## config.mk

```make
export PLATFORM = sky130hd
export DESIGN_NAME = muldiv_unit
export DESIGN_NICKNAME = d
export VERILOG_FILES = /design/src/rtl/muldiv_unit_pkg.sv /design/src/rtl/muldiv_step.sv /design/src/rtl/muldiv_unit.sv
export SDC_FILE = /design/constraint.sdc
export NUM_CORES = 1
export LEC_CHECK = 0
export ABC_AREA = 1
export BUFFER_PORTS_ARGS = -buffer_cell sky130_fd_sc_hd__buf_2
export CAP_MARGIN = 30
export CORE_MARGIN = 1.5
export CORE_UTILIZATION = 50
export DETAILED_ROUTE_END_ITERATION = 8
export HOLD_SLACK_MARGIN = 0.1
export MAX_ROUTING_LAYER = met4
export PLACE_DENSITY = 0.69
export SYNTH_ARGS = -nofsm -noshare
export SYNTH_HDL_FRONTEND = slang
export SYNTH_SLANG_ARGS = --single-unit
```

## constraint.sdc

```tcl
create_clock -name clk -period 6.1 [get_ports clk]
set_input_delay 1.22 -clock clk [delete_from_list [all_inputs] [get_ports clk]]
set_output_delay 1.22 -clock clk [all_outputs]
set_load 0.03 [all_outputs]
```

## src/rtl/muldiv_unit_pkg.sv

```systemverilog
// Shared definitions for the iterative multiply/divide unit:
// op encodings and small op-decode helpers.
package muldiv_unit_pkg;

    typedef enum logic [1:0] {
        MD_MULT  = 2'd0,
        MD_MULTU = 2'd1,
        MD_DIV   = 2'd2,
        MD_DIVU  = 2'd3
    } md_op_e;

    function automatic logic op_is_div(input md_op_e op);
        return (op == MD_DIV) || (op == MD_DIVU);
    endfunction

    function automatic logic op_is_signed(input md_op_e op);
        return (op == MD_MULT) || (op == MD_DIV);
    endfunction

endpackage

```

## src/rtl/muldiv_step.sv

```systemverilog
// One combinational iteration: shift-add for multiply, restoring
// trial-subtract for divide, both on a shared 2*WIDTH accumulator.
module muldiv_step #(
    parameter int WIDTH = 32
) (
    input  logic               i_div,
    input  logic [2*WIDTH-1:0] i_acc,
    input  logic [WIDTH-1:0]   i_operand,
    output logic [2*WIDTH-1:0] o_acc
);
    logic [WIDTH:0] w_sum;
    logic [WIDTH:0] w_shift;
    logic [WIDTH:0] w_diff;

    // Multiply keeps {partial, multiplier} and shifts right; divide keeps
    // {remainder, dividend/quotient} and shifts left.
    always_comb begin
        w_sum   = {1'b0, i_acc[2*WIDTH-1:WIDTH]} + (i_acc[0] ? {1'b0, i_operand} : '0);
        w_shift = {i_acc[2*WIDTH-1:WIDTH], i_acc[WIDTH-1]};
        w_diff  = w_shift - {1'b0, i_operand};
        if (i_div) begin
            if (w_diff[WIDTH])
                o_acc = {w_shift[WIDTH-1:0], i_acc[WIDTH-2:0], 1'b0};
            else
                o_acc = {w_diff[WIDTH-1:0], i_acc[WIDTH-2:0], 1'b1};
        end else begin
            o_acc = {w_sum, i_acc[WIDTH-1:1]};
        end
    end

endmodule

```

## src/rtl/muldiv_unit.sv

```systemverilog
// Iterative MULT/MULTU/DIV/DIVU unit holding HI/LO; one launch cycle,
// WIDTH iteration cycles and one sign-fix cycle.
module muldiv_unit
    import muldiv_unit_pkg::*;
#(
    parameter int WIDTH = 32
) (
    input  logic             clk,
    input  logic             reset,
    input  logic             start,
    input  logic [1:0]       op,
    input  logic [WIDTH-1:0] rs_data,
    input  logic [WIDTH-1:0] rt_data,
    input  logic             mthi,
    input  logic             mtlo,
    output logic             busy,
    output logic             done,
    output logic [WIDTH-1:0] hi,
    output logic [WIDTH-1:0] lo
);
    localparam int CW = $clog2(WIDTH);

    typedef enum logic [1:0] {S_IDLE, S_CALC, S_FIX} state_e;

    state_e             r_state, w_next;
    logic [CW-1:0]      r_cnt;
    logic               r_div, r_neg_res, r_neg_rem, r_done;
    logic [WIDTH-1:0]   r_operand, r_hi, r_lo;
    logic [2*WIDTH-1:0] r_acc, w_step, w_prod;
    logic               w_sgn, w_a_neg, w_b_neg, w_launch;
    logic [WIDTH-1:0]   w_a_abs, w_b_abs;
    md_op_e             w_op;

    assign w_op     = md_op_e'(op);
    assign w_sgn    = op_is_signed(w_op);
    assign w_a_neg  = w_sgn & rs_data[WIDTH-1];
    assign w_b_neg  = w_sgn & rt_data[WIDTH-1];
    assign w_a_abs  = w_a_neg ? -rs_data : rs_data;
    assign w_b_abs  = w_b_neg ? -rt_data : rt_data;
    assign w_launch = (r_state == S_IDLE) && start;
    assign w_prod   = r_neg_res ? -r_acc : r_acc;

    muldiv_step #(.WIDTH(WIDTH)) u_step (
        .i_div     (r_div),
        .i_acc     (r_acc),
        .i_operand (r_operand),
        .o_acc     (w_step)
    );

    always_comb begin
        w_next = r_state;
        case (r_state)
            S_IDLE:  if (w_launch) w_next = S_CALC;
            S_CALC:  if (r_cnt == CW'(WIDTH-1)) w_next = S_FIX;
            S_FIX:   w_next = S_IDLE;
            default: w_next = S_IDLE;
        endcase
    end

    always_ff @(posedge clk or posedge reset) begin
        if (reset) r_state <= S_IDLE;
        else       r_state <= w_next;
    end

    always_ff @(posedge clk or posedge reset) begin
        if (reset) begin
            r_cnt     <= '0;
            r_div     <= 1'b0;
            r_neg_res <= 1'b0;
            r_neg_rem <= 1'b0;
            r_done    <= 1'b0;
            r_operand <= '0;
            r_acc     <= '0;
            r_hi      <= '0;
            r_lo      <= '0;
        end else begin
            r_done <= 1'b0;
            case (r_state)
                S_IDLE: begin
                    if (w_launch) begin
                        r_cnt     <= '0;
                        r_div     <= op_is_div(w_op);
                        r_neg_rem <= w_a_neg;
                        // Divide by zero keeps the all-ones quotient unnegated.
                        r_neg_res <= (w_a_neg ^ w_b_neg) & ~(op_is_div(w_op) & (rt_data == '0));
                        r_operand <= op_is_div(w_op) ? w_b_abs : w_a_abs;
                        r_acc     <= {{WIDTH{1'b0}}, op_is_div(w_op) ? w_a_abs : w_b_abs};
                    end else begin
                        if (mthi) r_hi <= rs_data;
                        if (mtlo) r_lo <= rs_data;
                    end
                end
                S_CALC: begin
                    r_acc <= w_step;
                    r_cnt <= r_cnt + 1'b1;
                end
                S_FIX: begin
                    if (r_div) begin
                        r_lo <= r_neg_res ? -r_acc[WIDTH-1:0] : r_acc[WIDTH-1:0];
                        r_hi <= r_neg_rem ? -r_acc[2*WIDTH-1:WIDTH] : r_acc[2*WIDTH-1:WIDTH];
                    end else begin
                        {r_hi, r_lo} <= w_prod;
                    end
                    r_done <= 1'b1;
                end
                default: ;
            endcase
        end
    end

    assign busy = (r_state != S_IDLE);
    assign done = r_done;
    assign hi   = r_hi;
    assign lo   = r_lo;

endmodule

```

# Yosys cells after proc, flatten, opt, wreduce, memory -nomap -nowiden
# Index checks and enable logic that the tools add are counted.
[word_totals]
regBits = 171
input_bits = 71
out_inout_bits = 66
word_cells = 74
[classes]
n_bitwise = 6
mux = 26
addsub = 8
eq_ne = 10
n_reduce_logical = 14
[op_table]
columns = ["cell", "n"]
rows = [
  ["2-to-1 mux 32 bit", 13],
  ["2-to-1 mux 64 bit", 4],
  ["negation 32 bit", 4],
  ["case mux 32 bit (2 select lines)", 2],
  ["case mux 64 bit (2 select lines)", 1],
  ["negation 64 bit", 1],
  ["adder 32 x 33 -> 33 bit", 1],
  ["subtractor 33 x 32 -> 33 bit", 1],
  ["logical NOT 32 bit", 1],
  ["!= test 2 bit (second input constant)", 5],
  ["case mux 5 bit (2 select lines)", 1],
  ["equality test 2 bit (second input constant)", 3],
  ["AND reduction 2 bit", 3],
  ["AND reduction 3 bit", 2],
  ["nonzero test 2 bit", 3],
  ["adder 5 x 1 -> 5 bit (second input constant)", 1],
  ["equality test 5 bit (second input constant)", 1],
  ["2-to-1 mux 5 bit", 1],
  ["bitwise AND 1 bit", 4],
  ["logical NOT 2 bit", 2],
  ["2-to-1 mux 2 bit", 2],
  ["case mux 2 bit (2 select lines)", 1],
  ["equality test 2 x 1 -> 1 bit (second input constant)", 1],
  ["logical OR 1 bit", 2],
  ["4 further kinds", 4],
]

# Logic depth before layout (Yosys ltp)
[depth]
depth_word = 7
ltp_mapped = 21
depth_no_buf = 19

# Cells and area by module
# From an unflattened synthesis, not the netlist that was laid out.
[unflattened]
hier_cells = 3125
hier_area_um2 = 18535.3
[modules_own_cells]
columns = ["mod", "cells_per_inst", "seq_area_each_um2", "area_each_um2", "instances"]
rows = [
  ["muldiv_unit", 1815, 4279.1, 12079.1, 1],
  ["muldiv_step", 1310, 0.0, 6456.2, 1],
]

# Worst setup path before layout
# No wires, ideal clock.
[synth_path]
kind = "input port to flip-flop"
startpoint = "in rs_data[0]"
endpoint = "reg r_operand[18]"
n_path_buf = 0
setup_time_ps = 131
setup_slack_ps = 3389
required_ps = 5969
t_arrival_ps = 2579
cell_stages = 10
path_cell_list = "inv_1 -> ha_1 -> nand3_1 -> nor2_2 -> nand3_1 -> nor2_2 -> nand2_1 -> nand3_1 -> a21oi_1 -> or3_1"
[synth_between]
elab_chain_len = 3
[synth_rtl]
columns = ["item", "line", "source"]
rows = [
  ["start, declared", "muldiv_unit.sv:12", "input logic [WIDTH-1:0] rs_data,"],
  ["negation 32 bit", "muldiv_unit.sv:38", "assign w_a_abs = w_a_neg ? -rs_data : rs_data;"],
  ["2-to-1 mux 32 bit", "muldiv_unit.sv:38", ""],
  ["2-to-1 mux 32 bit", "muldiv_unit.sv:86", "r_operand <= op_is_div(w_op) ? w_b_abs : w_a_abs;"],
  ["end signal, assigned", "muldiv_unit.sv:86", ""],
  ["end, declared", "muldiv_unit.sv:28", "logic [WIDTH-1:0] r_operand, r_hi, r_lo;"],
]
# Every way passes these cells.
# A chain may end at the register's enable or synchronous reset.

# Final worst setup path
[layout_path]
startpoint = "reg r_state[1]"
endpoint = "reg r_lo[1], in the netlist lo[1]"
[layout_between]
elab_chain_len = 4
word_cells_on_any_way = 8
cone_classes = "3 x eq/ne; 1 x mux; 4 x reduce/logical"
[layout_rtl]
columns = ["item", "line", "source"]
rows = [
  ["start, declared", "muldiv_unit.sv:25", "state_e r_state, w_next;"],
  ["start signal, assigned", "muldiv_unit.sv:62", "else r_state <= w_next;"],
  ["logical NOT 2 bit", "muldiv_unit.sv:40, muldiv_unit.sv:78", ""],
  ["logical AND 1 bit", "muldiv_unit.sv:40", "assign w_launch = (r_state == S_IDLE) && start;"],
  ["!= test 2 bit (no line)", "--", ""],
  ["AND reduction 3 bit (no line)", "--", ""],
  ["end signal, assigned", "muldiv_unit.sv:90", "if (mtlo) r_lo <= rs_data;"],
  ["end signal, assigned", "muldiv_unit.sv:99", "r_lo <= r_neg_res ? -r_acc[WIDTH-1:0] : r_acc[WIDTH-1:0];"],
  ["end signal, assigned", "muldiv_unit.sv:102", "{r_hi, r_lo} <= w_prod;"],
  ["end, declared", "muldiv_unit.sv:28", ""],
]
# Parallel ways exist; a longest one is shown, timed or not.

==> Flow_metrics.wiki <==
{| class="wikitable"
! Metric !! Value
|-
| Final Slew Violations || 0
|-
| Synth cell types || 59
|-
| Net Count, Synth || roughly 3,200
|-
| Via count || around 22,000
|-
| Basic-gate share of the synthesized area counting and, or, nand and nor cells || 41.1%
|-
| Number of flops mapped to enable cells by yosys || 0
|-
| Clock tree from TritonCTS || done
|-
| Drt drc || 0
|-
| Largest net degree at the start of global routing || 74
|-
| WL final || between 80,000 and 90,000 um
|-
| Post-synthesis instance total || just over 3,000
|-
| Path depth of the worst reg2reg path || 6
|-
| Clock network latency to the later pin of the worst-skew pair || approximately 0.47 ns
|-
| Yosys warning count || 0
|-
| Total number of placement rows || slightly below 70
|-
| Via density per instance || roughly 6
|-
| Standard cell with the maximum stage delay on the critical path || sky130_fd_sc_hd__clkinv_1
|-
| Largest fanout on the critical path || 49
|-
| R2r startpoint || r_state[1]$_DFFE_PP0P_
|-
| Routability congestion estimate from global placement || ~1.1
|-
| Arithmetic-cell share of the synthesized area counting full adders, half adders and majority gates || 5.10%
|-
| Mapped Avg Cell Area || 5.90 um^2
|-
| Area growth from synthesis to layout || 8.41%
|-
| Pwr dens || 644 nW/um^2
|-
| Hold Path Stages || 1
|-
| Data required time of the worst path || roughly 6.5 ns
|-
| Crit end category || register
|-
| Hpwl dp || about 64,000 um
|-
| Die Area || ~37,000 um^2
|-
| Via count of the first global-routing pass || 19,191
|-
| Clock input transition at the sequential cells of the worst setup and hold paths || around 0.08 ns
|-
| Setup violations, final || 0
|-
| GRT Residual Overflow || 0
|-
| Peak VDD IR || ~0.43 mV
|-
| Postcts setup bufs || 0
|-
| H-tree lvl count || 4
|-
| Post-synth design cell area || approximately 18,000 um^2
|-
| LEAKAGE || approximately 0.010 uW
|-
| Power Total || around 13,000 uW
|-
| Residual antenna-violating net count after detailed routing || 0
|-
| Number of antenna violations at the first check in global routing || 2
|-
| Max-slew headroom at the worst pin || 33.0%
|-
| Cell breakdown of the critical path || nand2_1 > buf_4 > clkinv_1 > a21oi_2 > buf_4 > mux2_2
|-
| Worst Hold Class || register to register
|-
| Number of storage elements in the synthesis netlist || around 170
|-
| Nets || around 3,300
|-
| Final TNS setup || 0 ns
|-
| Vertical extent of the die || 192 um
|-
| Leading cell types in the layout, fill and taps excluded || sky130_fd_sc_hd__nand2_1 (1,007), sky130_fd_sc_hd__inv_1 (430), sky130_fd_sc_hd__nand3_1 (335)
|-
| Fraction of the mapped netlist area in compound gates || 15.4%
|-
| Synthesized-area fraction occupied by xor and xnor cells || under 10%
|-
| Startpoint of the most critical hold path || r_cnt[3]$_DFFE_PP0P_
|-
| Router iterations before antenna repair || 8
|-
| Async S/R FF share, synth || 100%
|-
| Placeable core region || 35,500 um^2
|-
| Cell with the most instances on the worst path || sky130_fd_sc_hd__buf_4
|-
| Post-CTS Hold Fix Bufs || 0
|-
| Post-synthesis sequential area ratio || 23.8%
|-
| Fraction of final layout cells with drive strength greater than 1 || around 8.8%
|-
| Global routing usage summed across all routing layers || roughly 45%
|-
| Maximum achievable frequency || 287 MHz
|-
| Sort of element at the start of the critical path || register
|-
| Capture point of the worst reg-to-reg path || lo[1]$_DFFE_PP0P_
|-
| R2r setup slk || 2.62 ns
|-
| Root buf cell || sky130_fd_sc_hd__clkbuf_16
|-
| Number of failing hold endpoints at the final stage || 0
|-
| Shortest period the worst path allows || between 3 and 4 ns
|-
| Critical Setup Path Class || register to register
|-
| Dominant combinational cell family by area after synthesis || simple AND/OR/NAND/NOR gates
|-
| Tightest Pin Transition || roughly 1.0 ns
|-
| Port-buffer cells || 136
|-
| Worst setup path start || r_state[1]$_DFFE_PP0P_
|-
| Most frequent standard cell in the layout excluding fill and tap cells || sky130_fd_sc_hd__nand2_1
|-
| Status || finished clean
|-
| Hold worst-path end || r_cnt[3]$_DFFE_PP0P_
|-
| Number of top-level pins || approximately 140
|-
| Initial Utilization || just over 50%
|-
| Number of buffers created by CTS || 17
|-
| Buffer depth of the longest clock path || 2
|-
| Data arrival time of the critical path || around 3.8 ns
|-
| Post-cts gate resize count || 0
|-
| Wire per inst || around 22 um
|-
| Number of clock sinks seen by CTS || between 150 and 200
|-
| Unrepaired setup endpoints after global routing || false
|-
| Top FF cell, synth || sky130_fd_sc_hd__dfrtp_1
|-
| Largest incremental delay on the critical path || roughly 0.95 ns
|-
| Initial DRC Count || roughly 2,700
|-
| Share of the cycle needed by the critical path after routing || between 50 and 60%
|-
| Reported max-cap violation count || 0
|-
| Wire length of the first global-routing pass || ~120,000 um
|-
| Horizontal die dimension || between 150 and 200 um
|-
| Post-route clock skew || about 0.014 ns
|-
| Multiplexer share of the synthesized area || less than 1%
|}
==> flip-flops by register name, indices dropped and copies added, names as in the netlist <==
signal,cells
hi,32
lo,32
done,1
r_neg_rem,1
r_div,1
r_operand,32
r_state,2
r_neg_res,1
r_acc,64
r_cnt,5
==> cells in the mapped netlist (32+ instances only) <==
cell	count	area [um^2]
sky130_fd_sc_hd__nor2_1	229	860
sky130_fd_sc_hd__a21oi_1	149	746
sky130_fd_sc_hd__nand4_1	40	250
sky130_fd_sc_hd__nand2_1	1007	3780
sky130_fd_sc_hd__clkbuf_1	57	214
sky130_fd_sc_hd__xor2_1	34	298
sky130_fd_sc_hd__dfrtp_1	171	4280
sky130_fd_sc_hd__nand3_1	335	1680
sky130_fd_sc_hd__o211ai_1	50	375
sky130_fd_sc_hd__o21ai_0	170	851
sky130_fd_sc_hd__ha_1	70	876
sky130_fd_sc_hd__nor3_1	32	160
sky130_fd_sc_hd__inv_1	432	1620
==> metal layers <==
layer	wire [um]	up-vias	track usage (%)
li1	-	9966	-
met1	32500	9981	57.7
met2	33200	1427	62.8
met3	10500	255	13.0
met4	4560	0	22.2
met5	0	-	-
==> logic make-up after synthesis <==
| group | after synthesis |
|---|---|
| muxes | 1 |
| buffers and inverters | 551 |
| xor gates and xnor gates | 49 |
| and+or+nand+nor | 1727 |
| adders and majority gates | 72 |
| AOI/OAI and AO/OA | 474 |
| DFF | 171 |
==> report_power, final <==
part | switching, uW | total (uW) | internal, uW
Clock | 568 | 1110 | 542
Combinational | 6080 | 8810 | 2730
Sequential | 903 | 2620 | 1720
Total | 7550 | 12500 | 4990
==> worst max path at each step <==
stage                            end  slack [ns]  cells after the start
2_1_floorplan         done$_DFF_PP0_        0.25                      1
3_3_place_gp   r_acc[11]$_DFFE_PP0P_        2.48                     11
3_5_place_dp   r_acc[11]$_DFFE_PP0P_        2.50                     11
4_1_cts            lo[1]$_DFFE_PP0P_        2.75                      6
5_1_grt            lo[1]$_DFFE_PP0P_        2.51                      6
6_report           lo[1]$_DFFE_PP0P_        2.62                      6
==> critical path, delay by kind of cell (launching register included) <==
family | cells | cell delay [ns]
flip-flops | 1 | 0.43
multiplexers | 1 | 0.37
buffers and inverters | 3 | 1.78
AO/OA/AOI/OAI | 1 | 0.61
AND/OR/NAND/NOR | 1 | 0.08
==> through the flow <==
step | utilization (%) | setup slack, ns | instance area, um^2 | hold WS [ns] | std cells
finish | 54.8 | 2.62 | 19500 | 0.485 | 3591
global placement | 53.2 | 2.48 | 18900 | 0.466 | 3557
CTS | 54.8 | 2.75 | 19500 | 0.486 | 3589
global route | 54.8 | 2.51 | 19500 | 0.528 | 3591
detailed placement | 53.2 | 2.50 | 18900 | 0.474 | 3557
floorplan | - | 0.248 | 18000 | 0.452 | 3045
==> area by class of cell <==
type | count | area [um^2]
multi-input combinational | 2323 | 11500
inverter | 445 | 1680
clock buffer | 17 | 425
sequential | 171 | 4280
tap | 461 | 577
timing repair buffer | 157 | 838
antenna | 2 | 5.00
clock inverter | 15 | 146
fill | 3790 | 16000
No activity file was read; power rests on OpenSTA's default activity.
